[src/rtl/shift_scheduler_pkg.sv]
// Shared types and constants for the two-requester iterative shift scheduler.
// Holds the FSM encoding, control-bit encodings and the fill-bit helper.
package shift_sched_pkg;

  localparam int WIDTH_DEF   = 32;
  localparam int SHAMT_W_DEF = $clog2(WIDTH_DEF);

  typedef enum logic [1:0] {
    IDLE  = 2'd0,
    SHIFT = 2'd1,
    DONE  = 2'd2
  } state_t;

  localparam logic CTL0_LOGICAL = 1'b1;
  localparam logic CTL0_ARITH   = 1'b0;
  localparam logic CTL1_RIGHT   = 1'b1;
  localparam logic CTL1_LEFT    = 1'b0;

  // Only an arithmetic right shift replicates the sign bit into vacated MSBs.
  function automatic logic fill_bit(input logic ctl0, input logic ctl1, input logic msb);
    return ((ctl1 == CTL1_RIGHT) && (ctl0 == CTL0_ARITH)) ? msb : 1'b0;
  endfunction

endpackage

[src/rtl/shift_scheduler_if.sv]
// Request/response bundle between the two requesters, the scheduler and the consumer.
// master = requesters + consumer side, slave = scheduler side.
interface shift_scheduler_if #(
  parameter int WIDTH = 32
);
  logic             req0_valid;
  logic             req0_ready;
  logic [WIDTH-1:0] req0_a;
  logic [WIDTH-1:0] req0_b;
  logic             req0_ctl0;
  logic             req0_ctl1;

  logic             req1_valid;
  logic             req1_ready;
  logic [WIDTH-1:0] req1_a;
  logic [WIDTH-1:0] req1_b;
  logic             req1_ctl0;
  logic             req1_ctl1;

  logic             resp_valid;
  logic             resp_ready;
  logic [WIDTH-1:0] resp_out;
  logic             resp_id;

  modport master (
    output req0_valid, req0_a, req0_b, req0_ctl0, req0_ctl1,
    input  req0_ready,
    output req1_valid, req1_a, req1_b, req1_ctl0, req1_ctl1,
    input  req1_ready,
    input  resp_valid, resp_out, resp_id,
    output resp_ready
  );

  modport slave (
    input  req0_valid, req0_a, req0_b, req0_ctl0, req0_ctl1,
    output req0_ready,
    input  req1_valid, req1_a, req1_b, req1_ctl0, req1_ctl1,
    output req1_ready,
    output resp_valid, resp_out, resp_id,
    input  resp_ready
  );
endinterface

[src/rtl/shift_scheduler_stage.sv]
// One combinational layer of the log shifter: shifts by 2^stage_idx when enabled.
// Right shifts insert the fill bit; left shifts insert zeros.
module shift_stage
  import shift_sched_pkg::*;
#(
  parameter int WIDTH = 32,
  parameter int CNT_W = 3
) (
  input  logic [WIDTH-1:0] data_in,
  input  logic [CNT_W-1:0] stage_idx,
  input  logic             en,
  input  logic             dir,
  input  logic             fill,
  output logic [WIDTH-1:0] data_out
);

  int unsigned      dist_s;
  logic [WIDTH-1:0] fill_mask_s;

  // Select the shifted or pass-through value for this layer.
  always_comb begin
    dist_s      = 32'd1 << stage_idx;
    fill_mask_s = ~({WIDTH{1'b1}} >> dist_s);
    data_out    = data_in;
    if (!en) begin
      data_out = data_in;
    end else if (dir == CTL1_RIGHT) begin
      data_out = (data_in >> dist_s) | (fill ? fill_mask_s : {WIDTH{1'b0}});
    end else begin
      data_out = data_in << dist_s;
    end
  end

endmodule

[src/rtl/shift_scheduler.sv]
// Round-robin front end that accepts one op at a time and runs it through a
// single reused shift layer, one power-of-two stage per clock.
module shift_scheduler
  import shift_sched_pkg::*;
#(
  parameter int WIDTH   = WIDTH_DEF,
  parameter int SHAMT_W = $clog2(WIDTH)
) (
  input  logic              clk,
  input  logic              rst_n,
  shift_scheduler_if.slave  bus
);

  localparam int CNT_W = (SHAMT_W > 1) ? $clog2(SHAMT_W) : 1;

  state_t             state_r;
  state_t             state_nxt_s;
  logic [CNT_W-1:0]   cnt_r;
  logic [WIDTH-1:0]   data_r;
  logic [SHAMT_W-1:0] shamt_r;
  logic               dir_r;
  logic               fill_r;
  logic               id_r;
  logic               ptr_r;
  logic               resp_valid_r;
  logic [WIDTH-1:0]   resp_out_r;
  logic               resp_id_r;

  logic               grant_id_s;
  logic               idle_s;
  logic               any_valid_s;
  logic               accept_s;
  logic               last_stage_s;
  logic [WIDTH-1:0]   sel_a_s;
  logic [WIDTH-1:0]   sel_b_s;
  logic               sel_ctl0_s;
  logic               sel_ctl1_s;
  logic [WIDTH-1:0]   stage_out_s;
  logic               unused_b_s;

  assign unused_b_s = ^{bus.req0_b[WIDTH-1:SHAMT_W], bus.req1_b[WIDTH-1:SHAMT_W]};

  // Arbitration: a lone requester wins; on contention the pointer decides.
  always_comb begin
    grant_id_s = 1'b0;
    if (bus.req0_valid && bus.req1_valid) begin
      grant_id_s = ptr_r;
    end else if (bus.req1_valid) begin
      grant_id_s = 1'b1;
    end else begin
      grant_id_s = 1'b0;
    end
  end

  assign idle_s       = (state_r == IDLE);
  assign any_valid_s  = bus.req0_valid | bus.req1_valid;
  assign accept_s     = idle_s & any_valid_s;
  assign last_stage_s = (cnt_r == CNT_W'(SHAMT_W - 1));

  // Ready is forced low while reset is held even though the state reads IDLE.
  assign bus.req0_ready = rst_n & idle_s & bus.req0_valid & ~grant_id_s;
  assign bus.req1_ready = rst_n & idle_s & bus.req1_valid & grant_id_s;

  assign sel_a_s    = grant_id_s ? bus.req1_a    : bus.req0_a;
  assign sel_b_s    = grant_id_s ? bus.req1_b    : bus.req0_b;
  assign sel_ctl0_s = grant_id_s ? bus.req1_ctl0 : bus.req0_ctl0;
  assign sel_ctl1_s = grant_id_s ? bus.req1_ctl1 : bus.req0_ctl1;

  shift_stage #(
    .WIDTH (WIDTH),
    .CNT_W (CNT_W)
  ) u_stage (
    .data_in   (data_r),
    .stage_idx (cnt_r),
    .en        (shamt_r[cnt_r]),
    .dir       (dir_r),
    .fill      (fill_r),
    .data_out  (stage_out_s)
  );

  // FSM state register.
  always_ff @(posedge clk or negedge rst_n) begin
    if (!rst_n) begin
      state_r <= IDLE;
    end else begin
      state_r <= state_nxt_s;
    end
  end

  // FSM next-state logic.
  always_comb begin
    state_nxt_s = state_r;
    case (state_r)
      IDLE: begin
        if (accept_s) state_nxt_s = SHIFT;
        else          state_nxt_s = IDLE;
      end
      SHIFT: begin
        if (last_stage_s) state_nxt_s = DONE;
        else              state_nxt_s = SHIFT;
      end
      DONE: begin
        if (bus.resp_ready) state_nxt_s = IDLE;
        else                state_nxt_s = DONE;
      end
      default: state_nxt_s = IDLE;
    endcase
  end

  // Operand capture, stage iteration and registered response.
  always_ff @(posedge clk or negedge rst_n) begin
    if (!rst_n) begin
      cnt_r        <= {CNT_W{1'b0}};
      data_r       <= {WIDTH{1'b0}};
      shamt_r      <= {SHAMT_W{1'b0}};
      dir_r        <= 1'b0;
      fill_r       <= 1'b0;
      id_r         <= 1'b0;
      ptr_r        <= 1'b0;
      resp_valid_r <= 1'b0;
      resp_out_r   <= {WIDTH{1'b0}};
      resp_id_r    <= 1'b0;
    end else begin
      case (state_r)
        IDLE: begin
          if (accept_s) begin
            data_r  <= sel_a_s;
            shamt_r <= sel_b_s[SHAMT_W-1:0];
            dir_r   <= sel_ctl1_s;
            fill_r  <= fill_bit(sel_ctl0_s, sel_ctl1_s, sel_a_s[WIDTH-1]);
            id_r    <= grant_id_s;
            cnt_r   <= {CNT_W{1'b0}};
            ptr_r   <= ~grant_id_s;
          end
        end
        SHIFT: begin
          data_r <= stage_out_s;
          cnt_r  <= cnt_r + CNT_W'(1);
          if (last_stage_s) begin
            resp_out_r   <= stage_out_s;
            resp_id_r    <= id_r;
            resp_valid_r <= 1'b1;
          end
        end
        DONE: begin
          if (bus.resp_ready) resp_valid_r <= 1'b0;
        end
        default: begin
          resp_valid_r <= 1'b0;
        end
      endcase
    end
  end

  assign bus.resp_valid = resp_valid_r;
  assign bus.resp_out   = resp_out_r;
  assign bus.resp_id    = resp_id_r;

endmodule

[src/flat_wrapper.sv]
// flat-port wrapper written by rule: the top's interface ports become plain ports
module shift_scheduler_flat import shift_sched_pkg::*;
#(
  parameter int WIDTH   = WIDTH_DEF,
  parameter int SHAMT_W = $clog2(WIDTH)
)
  (clk, rst_n, bus_req0_valid, bus_req0_a, bus_req0_b, bus_req0_ctl0, bus_req0_ctl1, bus_req0_ready, bus_req1_valid, bus_req1_a, bus_req1_b, bus_req1_ctl0, bus_req1_ctl1, bus_req1_ready, bus_resp_valid, bus_resp_out, bus_resp_id, bus_resp_ready);
  shift_scheduler_if #(.WIDTH(WIDTH)) bus_i ();
  input  logic clk;
  input  logic rst_n;
  input wire logic [$bits(bus_i.req0_valid)-1:0] bus_req0_valid;
  input wire logic [$bits(bus_i.req0_a)-1:0] bus_req0_a;
  input wire logic [$bits(bus_i.req0_b)-1:0] bus_req0_b;
  input wire logic [$bits(bus_i.req0_ctl0)-1:0] bus_req0_ctl0;
  input wire logic [$bits(bus_i.req0_ctl1)-1:0] bus_req0_ctl1;
  output wire logic [$bits(bus_i.req0_ready)-1:0] bus_req0_ready;
  input wire logic [$bits(bus_i.req1_valid)-1:0] bus_req1_valid;
  input wire logic [$bits(bus_i.req1_a)-1:0] bus_req1_a;
  input wire logic [$bits(bus_i.req1_b)-1:0] bus_req1_b;
  input wire logic [$bits(bus_i.req1_ctl0)-1:0] bus_req1_ctl0;
  input wire logic [$bits(bus_i.req1_ctl1)-1:0] bus_req1_ctl1;
  output wire logic [$bits(bus_i.req1_ready)-1:0] bus_req1_ready;
  output wire logic [$bits(bus_i.resp_valid)-1:0] bus_resp_valid;
  output wire logic [$bits(bus_i.resp_out)-1:0] bus_resp_out;
  output wire logic [$bits(bus_i.resp_id)-1:0] bus_resp_id;
  input wire logic [$bits(bus_i.resp_ready)-1:0] bus_resp_ready;
  assign bus_i.req0_valid = bus_req0_valid;
  assign bus_i.req0_a = bus_req0_a;
  assign bus_i.req0_b = bus_req0_b;
  assign bus_i.req0_ctl0 = bus_req0_ctl0;
  assign bus_i.req0_ctl1 = bus_req0_ctl1;
  assign bus_req0_ready = bus_i.req0_ready;
  assign bus_i.req1_valid = bus_req1_valid;
  assign bus_i.req1_a = bus_req1_a;
  assign bus_i.req1_b = bus_req1_b;
  assign bus_i.req1_ctl0 = bus_req1_ctl0;
  assign bus_i.req1_ctl1 = bus_req1_ctl1;
  assign bus_req1_ready = bus_i.req1_ready;
  assign bus_resp_valid = bus_i.resp_valid;
  assign bus_resp_out = bus_i.resp_out;
  assign bus_resp_id = bus_i.resp_id;
  assign bus_i.resp_ready = bus_resp_ready;
  shift_scheduler #(.WIDTH(WIDTH), .SHAMT_W(SHAMT_W)) u_core (.clk(clk), .rst_n(rst_n), .bus(bus_i));
endmodule
[config.mk]
export PLATFORM = sky130hd
export DESIGN_NAME = shift_scheduler_flat
export DESIGN_NICKNAME = d
export VERILOG_FILES = /design/src/rtl/shift_scheduler_pkg.sv /design/src/rtl/shift_scheduler_if.sv /design/src/rtl/shift_scheduler_stage.sv /design/src/rtl/shift_scheduler.sv /design/src/flat_wrapper.sv
export SDC_FILE = /design/constraint.sdc
export NUM_CORES = 1
export LEC_CHECK = 0
export CORE_ASPECT_RATIO = 1.2
export CORE_MARGIN = 2
export CORE_UTILIZATION = 58
export CTS_CLUSTER_DIAMETER = 50
export CTS_CLUSTER_SIZE = 12
export DETAILED_ROUTE_END_ITERATION = 7
export PLACE_DENSITY = 0.95
export SLEW_MARGIN = 10
export SYNTH_ARGS = -nofsm -noshare
export SYNTH_HDL_FRONTEND = slang
export SYNTH_SLANG_ARGS = --single-unit
[constraint.sdc]
create_clock -name clk -period 6.8 [get_ports clk]
set_clock_uncertainty 0.1 [all_clocks]
set_input_delay 1.36 -clock clk [delete_from_list [all_inputs] [get_ports clk]]
set_output_delay 1.36 -clock clk [all_outputs]
set_load 0.05 [all_outputs]
==> flow_summary_export.csv, run 1 <==
group,metric,value,unit
logic_synthesis,syn_area_per_cell,7.26,µm²
outcome,run_status,"finished with violations",
logic_synthesis,yosys_most_used_dff,"dfrtp_1",
clock_network,h-tree-depth,3,
setup_path,startpoint,"bus_req1_valid",
layout,final_common_cell,"nand2_1",
sta,fin_crit_sh,0.717,
layout,area_growth,16.2,%
floorplanning,die_h,136,µm
layout,final_cell_mix,"nand2_1, a21oi_1, o21ai_0, clkdlybuf4s50_1, dfrtp_1",
floorplanning,core_area,0.0144,mm²
logic_synthesis,synth_edf_count,0,
logic_synthesis,yosysTopAreaCell,"dfrtp_1",
hold_path,hp-class,"reg2reg",
sta,finalSetupTns,0,ps
drt,initialDrtViolationCount,2116,
setup_path,r2r_end,"u_core.bus.resp_out[23]",
setup_path,crit_chain,"clkdlybuf4s50_1, a21boi_2, and3_1, clkdlybuf4s50_1",
layout,final_cell_count_no_fill,1374,
clock_network,cts_max_path_buffers,2,
logic_synthesis,yosys_register_bits,80,
setup_path,crit_type,"in2out",
setup_path,crit_slowest_cell,"clkdlybuf4s50_1",
clock_network,cts_made_buffers,9,
logic_synthesis,syn_inst,1165,
grt,grt_pass1_vias,9856,
sta,tightest_slew,1300,ps
sta,rsz0062_at_grt,"false",
drt,routed_wl,40.5,mm
layout,fin_nets,1338,
logic_synthesis,ys_warn_count,0,
sta,hold_viol,0,
sta,whs,376,ps
logic_synthesis,async_flop_share,1.00,
outcome,violations,"DRC",
placement,gp_congestion,1.14,
setup_path,crit_path_start_kind,"input pin",
sta,finalMaxSlewViolations,0,
drt,ant_nets,0,
clock_network,clkLatencyLatePin,340,ps
clock_network,clock-root-buffer,"clkbuf_16",
clock_network,holdBufCountCts,0,
grt,grtUsageTotal,0.517,
setup_path,crit_path_end_kind,"primary output",
clock_network,cts_resized,0,
grt,grt_pass1_wl,59.9,mm
drt,viasPerCell,7.81,
logic_synthesis,syn-num-nets,1308,
floorplanning,ioPinCount,173,
clock_network,cts_num_sinks,80,
placement,port_buffers,118,
setup_path,cp.buffers_inverters,2,
setup_path,crit_top_cell,"clkdlybuf4s50_1",
setup_path,max_stage_delay,800,ps
setup_path,crit_arrival,3410,ps
setup_path,rr_worst_depth,9,
setup_path,crit_end,"bus_req1_ready",
setup_path,r2r_start,"u_core.cnt_r[0]",
clock_network,clk_pin_slew,60,ps
floorplanning,row_count,48,
layout,final_layout_size_suffix_gt1_frac,0.0792,
clock_network,cts_tree,"built",
setup_path,crit_required,5340,ps
logic_synthesis,synthTopCellsByArea,"dfrtp_1, nand2_1, a21oi_1",
logic_synthesis,seq_area_frac_synth,0.237,
grt,overflow,0,
logic_synthesis,synth_top_area_share,0.237,
run,maxCapViolations,0,
sta,fmax,205,MHz
sta,slew_headroom,0.131,
placement,placedCellCount,1359,
setup_path,worstSetupPathDepth,4,
placement,dp_hpwl,28.3,mm
sta,final.min_clock_period,4870,ps
sta,setup_viol,0,
setup_path,path_max_fanout,10,
drt,drcViolationCount,23,
floorplanning,start_util,0.589,
drt,vias,10700,
logic_synthesis,netlist-cell-type-count,80,
drt,wl_per_cell,29.5,µm
clock_network,post-cts-setup-buffer-count,0,
setup_path,reg2reg_slack,2100,ps
grt,antenna_found_initial,2,
floorplanning,die-width,114,µm
layout,num_antenna_cells,0,
drt,dr.pass1.iters,8,
floorplanning,dieArea,0.0156,mm²
grt,grt_max_degree,81,
logic_synthesis,mappedNetlistArea,0.00846,mm²
setup_path,critical_path.top_delay_family,"buffers and inverters",
==> metal layers <==
metal  up-vias  part of all wire  GRT usage
met2      1040              0.41      0.748
met1      4950              0.34      0.641
met3       298              0.16      0.202
met4         4             0.085      0.330
li1       4444                 -          -
met5         -           0.00057          0
==> Yosys cell counts (12+ instances only) <==
cell type and instances:
a21o_1 13, a21oi_1 127, a221oi_1 13, a22oi_1 22, a2bb2oi_1 12, a31oi_1 17, buf_2 25, clkbuf_1 76
dfrtp_1 80, mux2_2 23, mux2i_1 44, nand2_1 170, nand3_1 59, nor2_1 63, nor3_1 25, o211ai_1 17
o21ai_0 117, o22ai_1 25
==> cell families (layout without fill, tap and decap cells) <==
| logic type | after synthesis | count (layout) | share of synthesized area |
|---|---|---|---|
| AO/OA/AOI/OAI | 480 | 480 | 0.366 |
| adder cells (fa/ha/maj) | 7 | 7 | 0.0101 |
| buffers and inverters | 136 | 170 | 0.0711 |
| flip-flops | 80 | 80 | 0.237 |
| multiplexers | 75 | 75 | 0.104 |
| AND/OR/NAND/NOR | 387 | 387 | 0.212 |
==> worst min-delay path, cell delays in order (launching register included) <==
cell and delay [ps]:
dfrtp_1 350, nand2_1 50, nand2_1 50
==> cell type report <==
type | count | area (µm²)
clock inverters | 6 | 67.6
fillers | 1221 | 4520
repair buffers | 144 | 1370
flip-flops and latches | 80 | 2000
clock buffers | 9 | 225
inverters | 11 | 41.3
multi-input cells | 949 | 5900
well taps | 175 | 219
==> worst min path at each step <==
| stage | from | end | slack [ps] | cells after the start |
|---|---|---|---|---|
| 3_5_place_dp | u_core.shamt_r[1] | u_core.shamt_r[1] | 350 | 2 |
| 3_3_place_gp | u_core.shamt_r[1] | u_core.shamt_r[1] | 350 | 2 |
| 4_1_cts | u_core.shamt_r[1] | u_core.shamt_r[1] | 370 | 2 |
| 2_1_floorplan | u_core.shamt_r[1] | u_core.shamt_r[1] | 330 | 2 |
| 6_report | u_core.shamt_r[1] | u_core.shamt_r[1] | 380 | 2 |
| 5_1_grt | u_core.shamt_r[1] | u_core.shamt_r[1] | 390 | 2 |
==> sequential cells by signal, indices dropped and copies added (netlist names) <==
name and flops:
u_core.state_r 2, u_core.bus.resp_valid 1, u_core.id_r 1, u_core.dir_r 1
u_core.ptr_r 1, u_core.data_r 32, u_core.cnt_r 3, u_core.shamt_r 5
u_core.bus.resp_id 1, u_core.bus.resp_out 32, u_core.fill_r 1
==> stage by stage <==
stage           util  setup WS (ps)  cell area, µm²
6_report       0.685           1930            9830
3_3_place_gp   0.665           1990            9540
2_1_floorplan      -           2690            8460
4_1_cts        0.685           1960            9830
5_1_grt        0.685           1830            9830
3_5_place_dp   0.665           1960            9540
Power of run 1 is not shown: default switching activity piles up to over one toggle a cycle in this logic, so the estimate is an artifact.
==> inputs of run 2 (changes only) <==
--- a/config.mk
+++ b/config.mk
@@ -7,11 +7,11 @@
 export LEC_CHECK = 0
 export CORE_ASPECT_RATIO = 1.2
 export CORE_MARGIN = 2
-export CORE_UTILIZATION = 58
+export CORE_UTILIZATION = 48
 export CTS_CLUSTER_DIAMETER = 50
 export CTS_CLUSTER_SIZE = 12
 export DETAILED_ROUTE_END_ITERATION = 7
-export PLACE_DENSITY = 0.95
+export PLACE_DENSITY = 0.86
 export SLEW_MARGIN = 10
 export SYNTH_ARGS = -nofsm -noshare
 export SYNTH_HDL_FRONTEND = slang
==> constraint.sdc (replaced) <==
create_clock -name clk -period 4.4 [get_ports clk]
set_clock_uncertainty 0.1 [all_clocks]
set_input_delay 0.88 -clock clk [delete_from_list [all_inputs] [get_ports clk]]
set_output_delay 0.88 -clock clk [all_outputs]
set_load 0.05 [all_outputs]
==> run 2 against run 1 <==
Against the previous run: the run now ends clean; first-iteration DRC count down 22%; critical path depth rose by 6; sequential share of layout area down 1.0 points; non-clock buffer count up 51; hold slack improved by 3.0 ps; final cell count is 7.1% higher; routed wire length increased by 7.7%; register-to-register slack got worse by 1700 ps; critical endpoint is now u_core.data_r[20]; largest cell class unchanged.
==> flow_summary_export.csv, run 2 (synthesized netlist as in run 1, its figures left out) <==
group,metric,value,unit
sta,hold_viol,0,
placement,port_buffers,118,
sta,fmax,253,MHz
drt,viasPerCell,7.38,
layout,fin_nets,1389,
setup_path,crit_path_end_kind,"flip-flop",
sta,slew_headroom,0.314,
setup_path,path_max_fanout,14,
floorplanning,die-width,125,µm
clock_network,cts_resized,0,
sta,finalMaxSlewViolations,0,
drt,drcViolationCount,0,
sta,rsz0062_at_grt,"false",
layout,final_common_cell,"nand2_1",
floorplanning,core_area,0.0174,mm²
grt,grt_pass1_vias,10300,
clock_network,post-cts-setup-buffer-count,0,
sta,setup_viol,0,
setup_path,crit_slowest_cell,"ha_1",
sta,final.min_clock_period,3960,ps
clock_network,clkLatencyLatePin,340,ps
setup_path,crit_required,4520,ps
setup_path,critical_path.top_delay_family,"compound AO/OA/AOI/OAI gates",
placement,dp_hpwl,31.9,mm
placement,gp_congestion,1.08,
drt,routed_wl,43.6,mm
run,maxCapViolations,0,
drt,ant_nets,0,
layout,fin_util,0.596,
layout,seqCellArea,0.00200,mm²
setup_path,crit_top_cell,"ha_1",
grt,overflow,0,
sta,finalSetupTns,0,ps
drt,dr.pass1.iters,6,
floorplanning,start_util,0.487,
setup_path,cp.buffers_inverters,2,
outcome,run_status,"finished, final reports clean",
setup_path,max_stage_delay,690,ps
grt,grt_pass1_wl,64.6,mm
layout,num-fill-cells,1595,
placement,placedCellCount,1455,
grt,antenna_found_initial,0,
clock_network,holdBufCountCts,0,
setup_path,reg2reg_slack,440,ps
clock_network,cts_tree,"built",
floorplanning,row_count,53,
clock_network,clock-root-buffer,"clkbuf_16",
layout,num_antenna_cells,0,
clock_network,clk_pin_slew,60,ps
layout,multi_input_area,0.00591,mm²
layout,final_layout_size_suffix_gt1_frac,0.120,
layout,final_cell_count_no_fill,1471,
floorplanning,ioPinCount,173,
grt,grt_max_degree,81,
drt,wl_per_cell,29.6,µm
hold_path,hp-class,"reg2reg",
layout,area_growth,22.4,%
clock_network,cts_max_path_buffers,2,
grt,grtUsageTotal,0.457,
setup_path,crit_chain,"ha_1, ha_1, buf_4, inv_1, nand2_1, o21ai_0, mux4_2, o21ai_1, a21oi_1, a211o_1",
drt,initialDrtViolationCount,1647,
clock_network,cts_num_sinks,80,
setup_path,crit_type,"reg2reg",
sta,fin_crit_sh,0.899,
clock_network,h-tree-depth,3,
floorplanning,die_h,149,µm
clock_network,cts_made_buffers,9,
drt,vias,10800,
layout,final_cell_mix,"nand2_1, a21oi_1, o21ai_0",
floorplanning,dieArea,0.0187,mm²
setup_path,crit_arrival,4080,ps
setup_path,crit_path_start_kind,"flip-flop",
sta,tightest_slew,1030,ps
[run 2: cell count changes in the layout (fill, tap and decap cells not counted)]
cell / delta
nor2_2: +1
buf_4: +47
clkinv_2: +1
clkbuf_8: +2
nor2_1: -1
buf_12: +5
inv_6: -2
clkdlybuf4s50_1: -1
nor3_1: -1
nor3_2: +1
[run 2: tightest hold or removal path, stage by stage (launching register included)]
cell and delay, ps:
dfrtp_1 340, nand2_1 50, nand2_1 60
[run 2: cell type report]
class                   count  area share
multi-input cells         949       0.571
well taps                 220      0.0266
clock buffers              11      0.0244
flip-flops and latches     80       0.193
repair buffers            195       0.175
inverters                  11     0.00399
clock inverters             5     0.00532
[run 2: through the flow]
stage	instance area, µm²	worst slack [ps]	hold slack, ps
global placement	10000	725	349
detailed placement	10000	640	364
floorplan	8460	1250	333
finish	10400	444	379
global route	10400	343	393
CTS	10400	612	378
[run 2: worst paths after layout]
check | cells past startpoint | start | end
worst max register to register | 10 | u_core.cnt_r[0] | u_core.data_r[20]
max in group asynchronous | 2 | rst_n | u_core.bus.resp_out[4]
worst min-delay path | 2 | u_core.shamt_r[3] | u_core.shamt_r[3]
worst min register to register | 2 | u_core.shamt_r[3] | u_core.shamt_r[3]
worst max-delay path | 10 | u_core.cnt_r[0] | u_core.data_r[20]
min in group asynchronous | 2 | rst_n | u_core.bus.resp_out[20]
[run 2: routing by layer]
metal  vias up  wire length, µm  GRT usage
li1       4547                -          -
met1      5180            16100      0.575
met2       902            19500      0.721
met3       220             4760     0.0890
met4         0             3240      0.291
met5         -                0          0
Power of run 2 is left out for the same reason.
==> inputs of run 3 (changes only) <==
--- a/config.mk
+++ b/config.mk
@@ -16,3 +16,4 @@
 export SYNTH_ARGS = -nofsm -noshare
 export SYNTH_HDL_FRONTEND = slang
 export SYNTH_SLANG_ARGS = --single-unit
+export TNS_END_PERCENT = 5
==> results of run 3 <==
Final layout, timing and power as in run 2 (identical DEF).
Power of run 3 is left out for the same reason.
==> edit, RTL diff (settings of run 3) <==
Change the package constant `WIDTH_DEF` from 32 to 16.
--- a/src/rtl/shift_scheduler_pkg.sv
+++ b/src/rtl/shift_scheduler_pkg.sv
@@ -2,7 +2,7 @@
 // Holds the FSM encoding, control-bit encodings and the fill-bit helper.
 package shift_sched_pkg;
 
-  localparam int WIDTH_DEF   = 32;
+  localparam int WIDTH_DEF   = 16;
   localparam int SHAMT_W_DEF = $clog2(WIDTH_DEF);
 
   typedef enum logic [1:0] {
Ports: changed (5 resized); port bits go from 173 to 93. The function was not compared with the original's and may differ.
==> edit against run 3 <==
Wire length shrank 68%. Cell area shrank 53%. Setup slack gained 480 ps. Area after synthesis shrank 52%. Non-clock buffer count shrank 113. Sequential cell count shrank 34. Cell count shrank 59%. Largest cell class unchanged.
==> edit: results (changes against run 3) <==
INFO  metric status = completed
INFO  metric htree_depth = 2 (-1)
INFO  metric yosysSeqAreaShare = 0.285 (+0.0486)
INFO  metric critPathArrivalTime = 2500 ps (-1580 ps)
INFO  metric synth.distinct_cells = 59 (-26%)
INFO  metric clkLatencyLatePin = 320 ps (-20 ps)
INFO  metric finalHoldWorstSlack = 393 ps (+14.3 ps)
INFO  metric timing.final.crit_period = 3480 ps (-475 ps)
INFO  metric timing_worst_slew_pin_value = 912 ps (-118 ps)
INFO  metric top_cells_by_count_synth = sky130_fd_sc_hd__mux2i_1, sky130_fd_sc_hd__nand2_1, sky130_fd_sc_hd__dfrtp_1
INFO  metric port_buffers = 68 (-42%)
INFO  metric hold_path_end = u_core.bus.resp_id
INFO  metric dp_slack = 932 ps (+293 ps)
INFO  metric postSynthCellCount = 447 (-62%)
INFO  metric dpl.cell_count = 598 (-59%)
INFO  metric r2r-end = u_core.data_r[5]
INFO  metric post-dp-hpwl = 9950 µm (-69%)
INFO  metric grtUsageMet2 = 0.499 (-0.221)
INFO  metric timing.critical_path.max_delay_family = buffers and inverters
INFO  metric r2r_cells = 6 (-4)
INFO  metric cp_slowest_cell = sky130_fd_sc_hd__clkdlybuf4s50_1
INFO  metric cts_made_buffers = 5 (-4)
INFO  metric grt_start_max_net_pins = 47 (-42%)
INFO  metric finish.net_count = 571 (-59%)
INFO  metric wirelength = 13800 µm (-68%)
INFO  metric clk_root_buffer_cell = sky130_fd_sc_hd__clkbuf_8
INFO  metric placement.cell_area = 4760 µm² (-53%)
INFO  metric grt_pass1_vias = 4081 (-61%)
INFO  metric setup.worst_path.start = bus_req0_valid
INFO  metric grt_util_met1 = 0.418 (-0.158)
INFO  metric crit_fanout = 25 (+11)
INFO  metric drive_above_1_share = 0.132 (+0.0122)
INFO  metric synth_area_leaders = sky130_fd_sc_hd__dfrtp_1, sky130_fd_sc_hd__mux2i_1, sky130_fd_sc_hd__mux4_2
INFO  metric crit_path_end = bus_req0_ready
INFO  metric groute.layer.met3.usage = 0.0413 (-0.0478)
INFO  metric globalplace.congestion = 1.04 (-4.0%)
INFO  metric grt_pass1_wl = 21900 µm (-66%)
INFO  metric drtIter0Drc = 496 (-70%)
INFO  metric postSynthNetCount = 527 (-60%)
INFO  metric timing.reg2reg.setup_slack = 1260 ps (+820 ps)
==> edit: area by class of cell <==
cell class	count	area [µm²]
multi-input cells	346	2660
well taps	114	143
flip-flops and latches	46	1150
clock inverters	3	23.8
fillers	682	3300
repair buffers	82	778
clock buffers	5	68.8
inverters	10	37.5
==> edit: power breakdown <==
part	total, mW	leakage, nW	switching, mW	internal [mW]
Clock	0.278	0.0408	0.164	0.114
Sequential	1.03	0.554	0.394	0.637
Combinational	3.34	1.39	1.98	1.36
==> edit: tightest hold or removal path: cells and delay by family, from the launching register on <==
kind	cells	cell delay [ps]
AND/OR/NAND/NOR	2	110
flip-flops	1	360
==> edit: cells by family after synthesis <==
group / count (synthesis) / share of synthesized area
mux: 85 / 0.274
simple gates: 122 / 0.141
fa+ha+maj: 7 / 0.0217
compound gates: 132 / 0.219
buf+inv: 55 / 0.0589
flops: 46 / 0.285
==> edit: routing by layer <==
metal  vias up  wire length, µm
met2       271             6820
met4         0              475
met3        47             1340
met5         -                0
li1       1756                -
met1      1986             5170
